<file path="src/rtl/conv_2d_coef_loader_pkg.sv">
// Shared types and sizing helpers for the conv_2d coefficient loader.
package conv_2d_coef_loader_pkg;

  // Loader FSM states.
  typedef enum logic [1:0] {
    ST_IDLE     = 2'd0,
    ST_WAIT_EOF = 2'd1,
    ST_WRITE    = 2'd2,
    ST_DONE     = 2'd3
  } loader_state_t;

  // Number of coefficients in a square kernel of the given side.
  function automatic int coef_amount(input int win_size);
    return win_size * win_size;
  endfunction

  localparam int WIN_SIZE_DEF    = 3;
  localparam int COEF_AMOUNT_DEF = coef_amount(WIN_SIZE_DEF);
  localparam int COEF_NUM_WIDTH  = $clog2(COEF_AMOUNT_DEF);
  // Coefficient width on the bridge side; loader values are sign-extended to it.
  localparam int IF_COEF_WIDTH   = 16;

endpackage

</file>
<file path="src/rtl/conv_2d_if.sv">
// Coefficient write port of the conv_2d bridge: one write per strobed cycle.
interface conv_2d_if
  import conv_2d_coef_loader_pkg::*;
#(
  parameter int NUM_W = COEF_NUM_WIDTH,
  parameter int VAL_W = IF_COEF_WIDTH
);
  logic             wr_stb;
  logic [NUM_W-1:0] coef_num;
  logic [VAL_W-1:0] coef_val;

  modport master (output wr_stb, output coef_num, output coef_val);
  modport slave  (input  wr_stb, input  coef_num, input  coef_val);
endinterface

</file>
<file path="src/rtl/conv_2d_coef_mirror.sv">
// Write-back mirror of the bridge coefficient registers. It reports whether a
// candidate value equals the stored one and records every value actually written.
module conv_2d_coef_mirror #(
  parameter int COEF_WIDTH  = 13,
  parameter int COEF_AMOUNT = 9,
  parameter int IDX_W       = 4
) (
  input  logic                  clk_i,
  input  logic                  rst_i,
  input  logic [IDX_W-1:0]      idx_i,
  input  logic [COEF_WIDTH-1:0] val_i,
  input  logic                  upd_i,
  output logic                  equal_o
);

  logic [COEF_WIDTH-1:0] r_mirror [COEF_AMOUNT];

  // Clear with the bridge on reset, then track each issued coefficient write.
  always_ff @(posedge clk_i) begin
    if (rst_i) begin
      for (int i = 0; i < COEF_AMOUNT; i++) begin
        r_mirror[i] <= {COEF_WIDTH{1'b0}};
      end
    end else if (upd_i) begin
      r_mirror[idx_i] <= val_i;
    end
  end

  assign equal_o = (r_mirror[idx_i] == val_i);

endmodule

</file>
<file path="src/rtl/conv_2d_coef_loader.sv">
// Serialises a full kernel into single-cycle coefficient writes on conv_2d_if,
// optionally deferred to end of frame, skipping writes the bridge already holds.
module conv_2d_coef_loader
  import conv_2d_coef_loader_pkg::*;
#(
  parameter int  COEF_WIDTH     = 13,
  parameter int  WIN_SIZE       = 3,
  parameter int  FRAME_SYNC_EN  = 1,
  parameter int  SKIP_UNCHANGED = 1,
  localparam int COEF_AMOUNT    = coef_amount(WIN_SIZE)
) (
  input  logic                              clk_i,
  input  logic                              rst_i,
  input  logic                              req_valid_i,
  output logic                              req_ready_o,
  input  logic [COEF_AMOUNT*COEF_WIDTH-1:0] req_kernel_i,
  input  logic                              req_sync_i,
  input  logic                              eof_stb_i,
  conv_2d_if.master                         conv_2d_ctrl_o,
  output logic                              busy_o,
  output logic                              done_o
);

  localparam int IDX_W = $clog2(COEF_AMOUNT);
  localparam int VAL_W = IF_COEF_WIDTH;

  // Two's complement widening of a kernel coefficient to the bridge width.
  function automatic logic [VAL_W-1:0] sext_coef(input logic [COEF_WIDTH-1:0] v);
    return {{(VAL_W-COEF_WIDTH){v[COEF_WIDTH-1]}}, v};
  endfunction

  loader_state_t         r_state;
  logic [COEF_WIDTH-1:0] r_shadow [COEF_AMOUNT];
  logic                  r_sync;
  logic [IDX_W-1:0]      r_idx;
  logic [VAL_W-1:0]      r_coef_val;
  logic                  r_wr_stb;
  logic                  r_ready;
  logic                  r_busy;
  logic                  r_done;

  logic                  w_accept;
  logic                  w_sync_eff;
  logic                  w_last;
  logic                  w_present;
  logic                  w_issue;
  logic                  w_equal;
  logic [IDX_W-1:0]      w_next_idx;
  logic [COEF_WIDTH-1:0] w_next_val;

  assign w_accept   = req_valid_i && r_ready;
  assign w_sync_eff = (FRAME_SYNC_EN != 0) && req_sync_i;
  assign w_last     = (r_idx == IDX_W'(COEF_AMOUNT-1));
  assign w_issue    = w_present && ((SKIP_UNCHANGED == 0) || !w_equal);

  // Select the coefficient to present next cycle. On the first index the value
  // comes straight from the request (IDLE) or from the shadow (WAIT_EOF), so the
  // registered outputs show index 0 the cycle after the FSM leaves those states.
  always_comb begin
    w_next_idx = {IDX_W{1'b0}};
    w_next_val = r_shadow[0];
    w_present  = 1'b0;
    case (r_state)
      ST_IDLE: begin
        w_next_val = req_kernel_i[COEF_WIDTH-1:0];
        w_present  = w_accept && !w_sync_eff;
      end
      ST_WAIT_EOF: begin
        w_present = eof_stb_i || !r_sync;
      end
      ST_WRITE: begin
        if (w_last) begin
          w_present = 1'b0;
        end else begin
          w_next_idx = r_idx + IDX_W'(1);
          w_next_val = r_shadow[w_next_idx];
          w_present  = 1'b1;
        end
      end
      default: begin
        w_present = 1'b0;
      end
    endcase
  end

  conv_2d_coef_mirror #(
    .COEF_WIDTH  (COEF_WIDTH),
    .COEF_AMOUNT (COEF_AMOUNT),
    .IDX_W       (IDX_W)
  ) u_mirror (
    .clk_i   (clk_i),
    .rst_i   (rst_i),
    .idx_i   (w_next_idx),
    .val_i   (w_next_val),
    .upd_i   (w_issue),
    .equal_o (w_equal)
  );

  // Loader FSM with the index counter, shadow kernel and all registered outputs.
  always_ff @(posedge clk_i) begin
    if (rst_i) begin
      r_state    <= ST_IDLE;
      r_sync     <= 1'b0;
      r_idx      <= {IDX_W{1'b0}};
      r_coef_val <= {VAL_W{1'b0}};
      r_wr_stb   <= 1'b0;
      r_ready    <= 1'b1;
      r_busy     <= 1'b0;
      r_done     <= 1'b0;
      for (int i = 0; i < COEF_AMOUNT; i++) begin
        r_shadow[i] <= {COEF_WIDTH{1'b0}};
      end
    end else begin
      r_wr_stb <= 1'b0;
      r_done   <= 1'b0;
      if (w_present) begin
        r_idx      <= w_next_idx;
        r_coef_val <= sext_coef(w_next_val);
        r_wr_stb   <= w_issue;
      end
      case (r_state)
        ST_IDLE: begin
          if (w_accept) begin
            for (int i = 0; i < COEF_AMOUNT; i++) begin
              r_shadow[i] <= req_kernel_i[i*COEF_WIDTH +: COEF_WIDTH];
            end
            r_sync  <= w_sync_eff;
            r_ready <= 1'b0;
            r_busy  <= 1'b1;
            r_state <= w_sync_eff ? ST_WAIT_EOF : ST_WRITE;
          end
        end
        ST_WAIT_EOF: begin
          if (w_present) begin
            r_state <= ST_WRITE;
          end
        end
        ST_WRITE: begin
          if (w_last) begin
            r_state <= ST_DONE;
            r_done  <= 1'b1;
          end
        end
        ST_DONE: begin
          r_state <= ST_IDLE;
          r_ready <= 1'b1;
          r_busy  <= 1'b0;
        end
        default: begin
          r_state <= ST_IDLE;
          r_ready <= 1'b1;
          r_busy  <= 1'b0;
        end
      endcase
    end
  end

  assign conv_2d_ctrl_o.wr_stb   = r_wr_stb;
  assign conv_2d_ctrl_o.coef_num = r_idx;
  assign conv_2d_ctrl_o.coef_val = r_coef_val;
  assign req_ready_o             = r_ready;
  assign busy_o                  = r_busy;
  assign done_o                  = r_done;

endmodule

</file>
<file path="src/flat_wrapper.sv">
// flat-port wrapper written by rule: the top's interface ports become plain ports
module conv_2d_coef_loader_flat import conv_2d_coef_loader_pkg::*;
#(
  parameter int  COEF_WIDTH     = 13,
  parameter int  WIN_SIZE       = 3,
  parameter int  FRAME_SYNC_EN  = 1,
  parameter int  SKIP_UNCHANGED = 1,
  localparam int COEF_AMOUNT    = coef_amount(WIN_SIZE)
)
  (clk_i, rst_i, req_valid_i, req_ready_o, req_kernel_i, req_sync_i, eof_stb_i, busy_o, done_o, conv_2d_ctrl_o_wr_stb, conv_2d_ctrl_o_coef_num, conv_2d_ctrl_o_coef_val);
  conv_2d_if conv_2d_ctrl_o_i ();
  input  logic clk_i;
  input  logic rst_i;
  input  logic req_valid_i;
  output logic req_ready_o;
  input  logic [COEF_AMOUNT*COEF_WIDTH-1:0] req_kernel_i;
  input  logic req_sync_i;
  input  logic eof_stb_i;
  output logic busy_o;
  output logic done_o;
  output wire logic [$bits(conv_2d_ctrl_o_i.wr_stb)-1:0] conv_2d_ctrl_o_wr_stb;
  output wire logic [$bits(conv_2d_ctrl_o_i.coef_num)-1:0] conv_2d_ctrl_o_coef_num;
  output wire logic [$bits(conv_2d_ctrl_o_i.coef_val)-1:0] conv_2d_ctrl_o_coef_val;
  assign conv_2d_ctrl_o_wr_stb = conv_2d_ctrl_o_i.wr_stb;
  assign conv_2d_ctrl_o_coef_num = conv_2d_ctrl_o_i.coef_num;
  assign conv_2d_ctrl_o_coef_val = conv_2d_ctrl_o_i.coef_val;
  conv_2d_coef_loader #(.COEF_WIDTH(COEF_WIDTH), .WIN_SIZE(WIN_SIZE), .FRAME_SYNC_EN(FRAME_SYNC_EN), .SKIP_UNCHANGED(SKIP_UNCHANGED)) u_core (.clk_i(clk_i), .rst_i(rst_i), .req_valid_i(req_valid_i), .req_ready_o(req_ready_o), .req_kernel_i(req_kernel_i), .req_sync_i(req_sync_i), .eof_stb_i(eof_stb_i), .conv_2d_ctrl_o(conv_2d_ctrl_o_i), .busy_o(busy_o), .done_o(done_o));
endmodule
</file>
<file path="config.mk">
export PLATFORM = sky130hd
export DESIGN_NAME = conv_2d_coef_loader_flat
export DESIGN_NICKNAME = d
export VERILOG_FILES = /design/src/rtl/conv_2d_coef_loader_pkg.sv /design/src/rtl/conv_2d_if.sv /design/src/rtl/conv_2d_coef_mirror.sv /design/src/rtl/conv_2d_coef_loader.sv /design/src/flat_wrapper.sv
export SDC_FILE = /design/constraint.sdc
export NUM_CORES = 1
export LEC_CHECK = 0
export ABC_AREA = 1
export ABC_CLOCK_PERIOD_IN_PS = 9550
export BUFFER_PORTS_ARGS = -buffer_cell sky130_fd_sc_hd__buf_4
export CAP_MARGIN = 15
export CORE_MARGIN = 3
export CORE_UTILIZATION = 51
export DETAILED_ROUTE_END_ITERATION = 8
export PLACE_DENSITY = 0.8
export SYNTH_ARGS = -nofsm -noshare
export SYNTH_HDL_FRONTEND = slang
export SYNTH_SLANG_ARGS = --single-unit
</file>
<file path="constraint.sdc">
create_clock -name clk_i -period 9.55 [get_ports clk_i]
set_input_delay 1.91 -clock clk_i [delete_from_list [all_inputs] [get_ports clk_i]]
set_output_delay 1.91 -clock clk_i [all_outputs]
set_load 0.01 [all_outputs]
</file>
==> run_summary.xml <==
<?xml version="1.0" encoding="UTF-8"?>
<metrics>
  <group name="status">
    <metric name="status" unit="">completed</metric>
  </group>
  <group name="detailed_routing">
    <metric name="vias" unit="">14600</metric>
    <metric name="routed_via_density" unit="">5.33</metric>
    <metric name="drc_errors" unit="">0</metric>
    <metric name="dr.first_iter.drc_count" unit="">1370</metric>
    <metric name="routed_wire_length_per_instance" unit="µm">17.3</metric>
    <metric name="dr.pass1.iters" unit="">5</metric>
    <metric name="detail_route.wirelength" unit="µm">47400</metric>
    <metric name="antenna_left" unit="">0</metric>
  </group>
  <group name="global_route">
    <metric name="grt_max_degree" unit="">75</metric>
    <metric name="grt_overflow_total" unit="">0</metric>
    <metric name="wire_length_of_the_first_global_routing_pass" unit="µm">74000</metric>
    <metric name="initial_antenna_violation_count" unit="">0</metric>
    <metric name="track_usage" unit="">0.242</metric>
    <metric name="first_global_vias" unit="">14100</metric>
  </group>
  <group name="flow_run">
    <metric name="cap_violations" unit="">0</metric>
  </group>
  <group name="sta">
    <metric name="timing.setup.tns" unit="ns">0</metric>
    <metric name="slew_limit_headroom" unit="">0.237</metric>
    <metric name="worst-slew-pin-transition" unit="ns">1.14</metric>
    <metric name="timing_hold_violations_final" unit="">0</metric>
    <metric name="whs" unit="ns">0.460</metric>
    <metric name="final_min_period_over_clock_period" unit="">0.659</metric>
    <metric name="skew" unit="ns">0.0231</metric>
    <metric name="count_of_pins_over_their_slew_limit" unit="">0</metric>
    <metric name="grt_setup_unrepaired" unit="">false</metric>
    <metric name="layout_min_cycle_time" unit="ns">6.29</metric>
    <metric name="clock.fmax" unit="GHz">0.159</metric>
    <metric name="setup_viol_count_final" unit="">0</metric>
  </group>
  <group name="critical_path">
    <metric name="cp.buffers_inverters" unit="">2</metric>
    <metric name="r2r.worst_path.cells" unit="">18</metric>
    <metric name="crit_top_cell" unit="">sky130_fd_sc_hd__nand2_1</metric>
    <metric name="timing.setup.critical_path_class" unit="">flip-flop to flip-flop</metric>
    <metric name="worst_r2r_dst" unit="">u_core.u_mirror.r_mirror[7][12]</metric>
    <metric name="start_of_the_worst_register_to_register_path" unit="">u_core.conv_2d_ctrl_o.coef_num[1]</metric>
    <metric name="cpPeakStageDelay" unit="ns">0.96</metric>
    <metric name="critical_path_required" unit="ns">9.70</metric>
    <metric name="reg2reg_slack" unit="ns">3.26</metric>
    <metric name="worstPathCellList" unit="">inv_1, ha_1, nand3_4, buf_4, nand3_4, nor2_1, nand2_1, nand3_1, nand2_1, nand2_1, nor2_1, nand2_1, nand2_1, nand3_1, nor2_1, nand2_2, nand3_1, nand2_1</metric>
    <metric name="cp-start-kind" unit="">flip-flop</metric>
    <metric name="cp_slowest_cell" unit="">sky130_fd_sc_hd__nor2_1</metric>
    <metric name="end_kind" unit="">flip-flop</metric>
    <metric name="worst_ep_arrival_time" unit="ns">6.44</metric>
    <metric name="critical_path.max_fanout" unit="">72</metric>
    <metric name="path_delay_family" unit="">simple AND/OR/NAND/NOR gates</metric>
  </group>
  <group name="die">
    <metric name="num_io_pins" unit="">146</metric>
    <metric name="dieWidth" unit="µm">196</metric>
    <metric name="floorplan.die.height" unit="µm">196</metric>
    <metric name="floorplan.rows" unit="">68</metric>
    <metric name="floorplan.initialDensity" unit="">0.525</metric>
    <metric name="dieArea" unit="µm²">38400</metric>
    <metric name="core-area" unit="µm²">35100</metric>
  </group>
  <group name="synthesis">
    <metric name="sequential_area_share_after_synthesis" unit="">0.556</metric>
    <metric name="syn_area" unit="µm²">18400</metric>
    <metric name="synthFlopType" unit="">sky130_fd_sc_hd__edfxtp_1</metric>
    <metric name="nets_in_the_synthesized_netlist" unit="">2305</metric>
    <metric name="synth_warnings" unit="">0</metric>
    <metric name="synth-edff-count" unit="">325</metric>
    <metric name="synth_async_sr_flop_share" unit="">0</metric>
    <metric name="synth_area_leaders" unit="">sky130_fd_sc_hd__edfxtp_1 (53%), sky130_fd_sc_hd__nand2_1 (13%), sky130_fd_sc_hd__inv_1 (8.4%)</metric>
    <metric name="yosysUniqueCellTypes" unit="">38</metric>
    <metric name="ys_top_cells_by_count" unit="">sky130_fd_sc_hd__nand2_1 (645), sky130_fd_sc_hd__inv_1 (411), sky130_fd_sc_hd__edfxtp_1 (325)</metric>
    <metric name="synth.ff_latch_count" unit="">349</metric>
    <metric name="synthMostInstantiatedCell" unit="">sky130_fd_sc_hd__nand2_1</metric>
    <metric name="synth.avg_cell_area" unit="µm²">8.46</metric>
    <metric name="synth_top_area_cell" unit="">sky130_fd_sc_hd__edfxtp_1</metric>
    <metric name="synth.top_cell.area_share" unit="">0.530</metric>
    <metric name="syn-instance-count" unit="">2176</metric>
  </group>
  <group name="place">
    <metric name="count_of_buffers_inserted_at_the_top_level_ports" unit="">145</metric>
    <metric name="dpl_hpwl" unit="µm">31400</metric>
    <metric name="gp_congestion" unit="">0.923</metric>
    <metric name="postPlaceCellArea" unit="µm²">19500</metric>
  </group>
  <group name="final_layout">
    <metric name="antennaDiodeCount" unit="">0</metric>
    <metric name="layout-area-overhead-vs-synth" unit="%">12.3</metric>
    <metric name="post-route-cell-area" unit="µm²">20700</metric>
    <metric name="post_layout_nets" unit="">2385</metric>
    <metric name="layout-drive-gt1-share" unit="">0.154</metric>
  </group>
  <group name="clock_network">
    <metric name="insertion_delay" unit="ns">0.53</metric>
    <metric name="clock_sinks" unit="">349</metric>
    <metric name="tritoncts" unit="">built</metric>
    <metric name="cts_htree_levels" unit="">2</metric>
    <metric name="cts.root.buffer_cell" unit="">sky130_fd_sc_hd__clkbuf_16</metric>
    <metric name="cts_buffers" unit="">36</metric>
    <metric name="cts_post_setup_buffers_inserted" unit="">0</metric>
    <metric name="clkTransAtPathRegs" unit="ns">0.06</metric>
    <metric name="ctsResizeCount" unit="">0</metric>
    <metric name="cts_max_path_buffers" unit="">3</metric>
    <metric name="cts.hold.buffers_added" unit="">0</metric>
  </group>
  <group name="pwr">
    <metric name="cellPowerDensity" unit="nW/µm²">291</metric>
    <metric name="total_leakage_power" unit="µW">0.00986</metric>
    <metric name="power.ir.vdd_worst" unit="µV">288</metric>
  </group>
  <group name="hold_path">
    <metric name="hold_path.startpoint" unit="">u_core.r_sync</metric>
    <metric name="timing.hold.worst_path_depth" unit="">2</metric>
    <metric name="worstHoldEndpoint" unit="">u_core.r_sync</metric>
    <metric name="min_path_type" unit="">flip-flop to flip-flop</metric>
  </group>
</metrics>
==> final cells by class <==
class / count / area, µm²
clock buffers: 42 / 965
clock inverters: 22 / 210
fillers: 2948 / 14400
inverters: 427 / 1610
multi-input cells: 1275 / 5820
flip-flops and latches: 349 / 10200
well taps: 455 / 569
repair buffers: 167 / 1260
==> worst max path at each step <==
stage / start / endpoint / slack [ns] / cells after the start
floorplan: rst_i / u_core.r_shadow[0][0] / 4.01 / 4
global placement: u_core.conv_2d_ctrl_o.coef_num[1] / u_core.u_mirror.r_mirror[7][1] / 3.59 / 18
detailed placement: u_core.conv_2d_ctrl_o.coef_num[1] / u_core.u_mirror.r_mirror[11][5] / 3.49 / 18
CTS: u_core.conv_2d_ctrl_o.coef_num[1] / u_core.u_mirror.r_mirror[7][3] / 3.47 / 18
global route: u_core.conv_2d_ctrl_o.coef_num[1] / u_core.u_mirror.r_mirror[7][3] / 2.90 / 19
finish: u_core.conv_2d_ctrl_o.coef_num[1] / u_core.u_mirror.r_mirror[7][12] / 3.26 / 18
==> power breakdown <==
part / total (µW) / switching (µW) / internal, µW
combinational: 2490 / 1870 / 626
clock: 1410 / 583 / 831
sequential: 2110 / 68.1 / 2040
==> state kept, by name (all words and copies together) (netlist names) <==
name	cells
u_core.busy_o	1
u_core.r_sync	1
u_core.u_mirror.r_mirror	208
u_core.r_state	2
u_core.conv_2d_ctrl_o.coef_val	13
u_core.r_shadow	117
u_core.conv_2d_ctrl_o.coef_num	4
u_core.conv_2d_ctrl_o.wr_stb	1
u_core.req_ready_o	1
u_core.done_o	1
==> metrics by stage <==
stage / instances / worst slack (ns) / util / total power, µW
after CTS: 2735 / 3.47 / 0.589 / 6000
after global placement: 2671 / 3.59 / 0.556 / 4550
after detailed placement: 2671 / 3.49 / 0.556 / 4590
final: 2737 / 3.26 / 0.590 / 6020
after global routing: 2737 / 2.90 / 0.590 / 6340
after floorplan: 2176 / 4.01 / - / 3760
==> worst register-to-register path, delay by kind of cell (launching register included) <==
kind	cells	cell delay, ns
AND/OR/NAND/NOR	15	4.59
flip-flops	1	0.44
adder cells (fa/ha/maj)	1	0.22
buffers and inverters	2	0.68
==> placed cells by master, fill, tap and decap left out, types with 9 or more instances in the layout <==
cell type                   instances
sky130_fd_sc_hd__nand3_1           83
sky130_fd_sc_hd__o21ai_1            9
sky130_fd_sc_hd__clkbuf_16         37
sky130_fd_sc_hd__inv_2             12
sky130_fd_sc_hd__a21oi_1           51
sky130_fd_sc_hd__dfxtp_1           23
sky130_fd_sc_hd__nand3_4           11
sky130_fd_sc_hd__nand4_1           67
sky130_fd_sc_hd__nand2_2           10
sky130_fd_sc_hd__nor2_1           239
sky130_fd_sc_hd__o21ai_0           53
sky130_fd_sc_hd__buf_4            166
sky130_fd_sc_hd__inv_1            411
sky130_fd_sc_hd__nand2_1          643
sky130_fd_sc_hd__edfxtp_1         325
sky130_fd_sc_hd__nor2_2            75
sky130_fd_sc_hd__clkinv_1           9
==> kinds of logic after synthesis <==
logic type	count (synthesis)	share of synthesized area
adders and majority gates	7	0.00476
and+or+nand+nor	1138	0.271
xor gates and xnor gates	2	0.00177
DFF	349	0.556
buffers and inverters	552	0.129
AOI/OAI and AO/OA	128	0.0370
==> metal layers <==
metal | vias up | global-route usage | share of wire
met2 | 729 | 0.390 | 0.47
met1 | 6828 | 0.324 | 0.40
met4 | 0 | 0.106 | 0.041
li1 | 6898 | - | -
met5 | - | 0 | 0
met3 | 136 | 0.0419 | 0.091
Note: power is estimated with default switching activity, not from simulation.
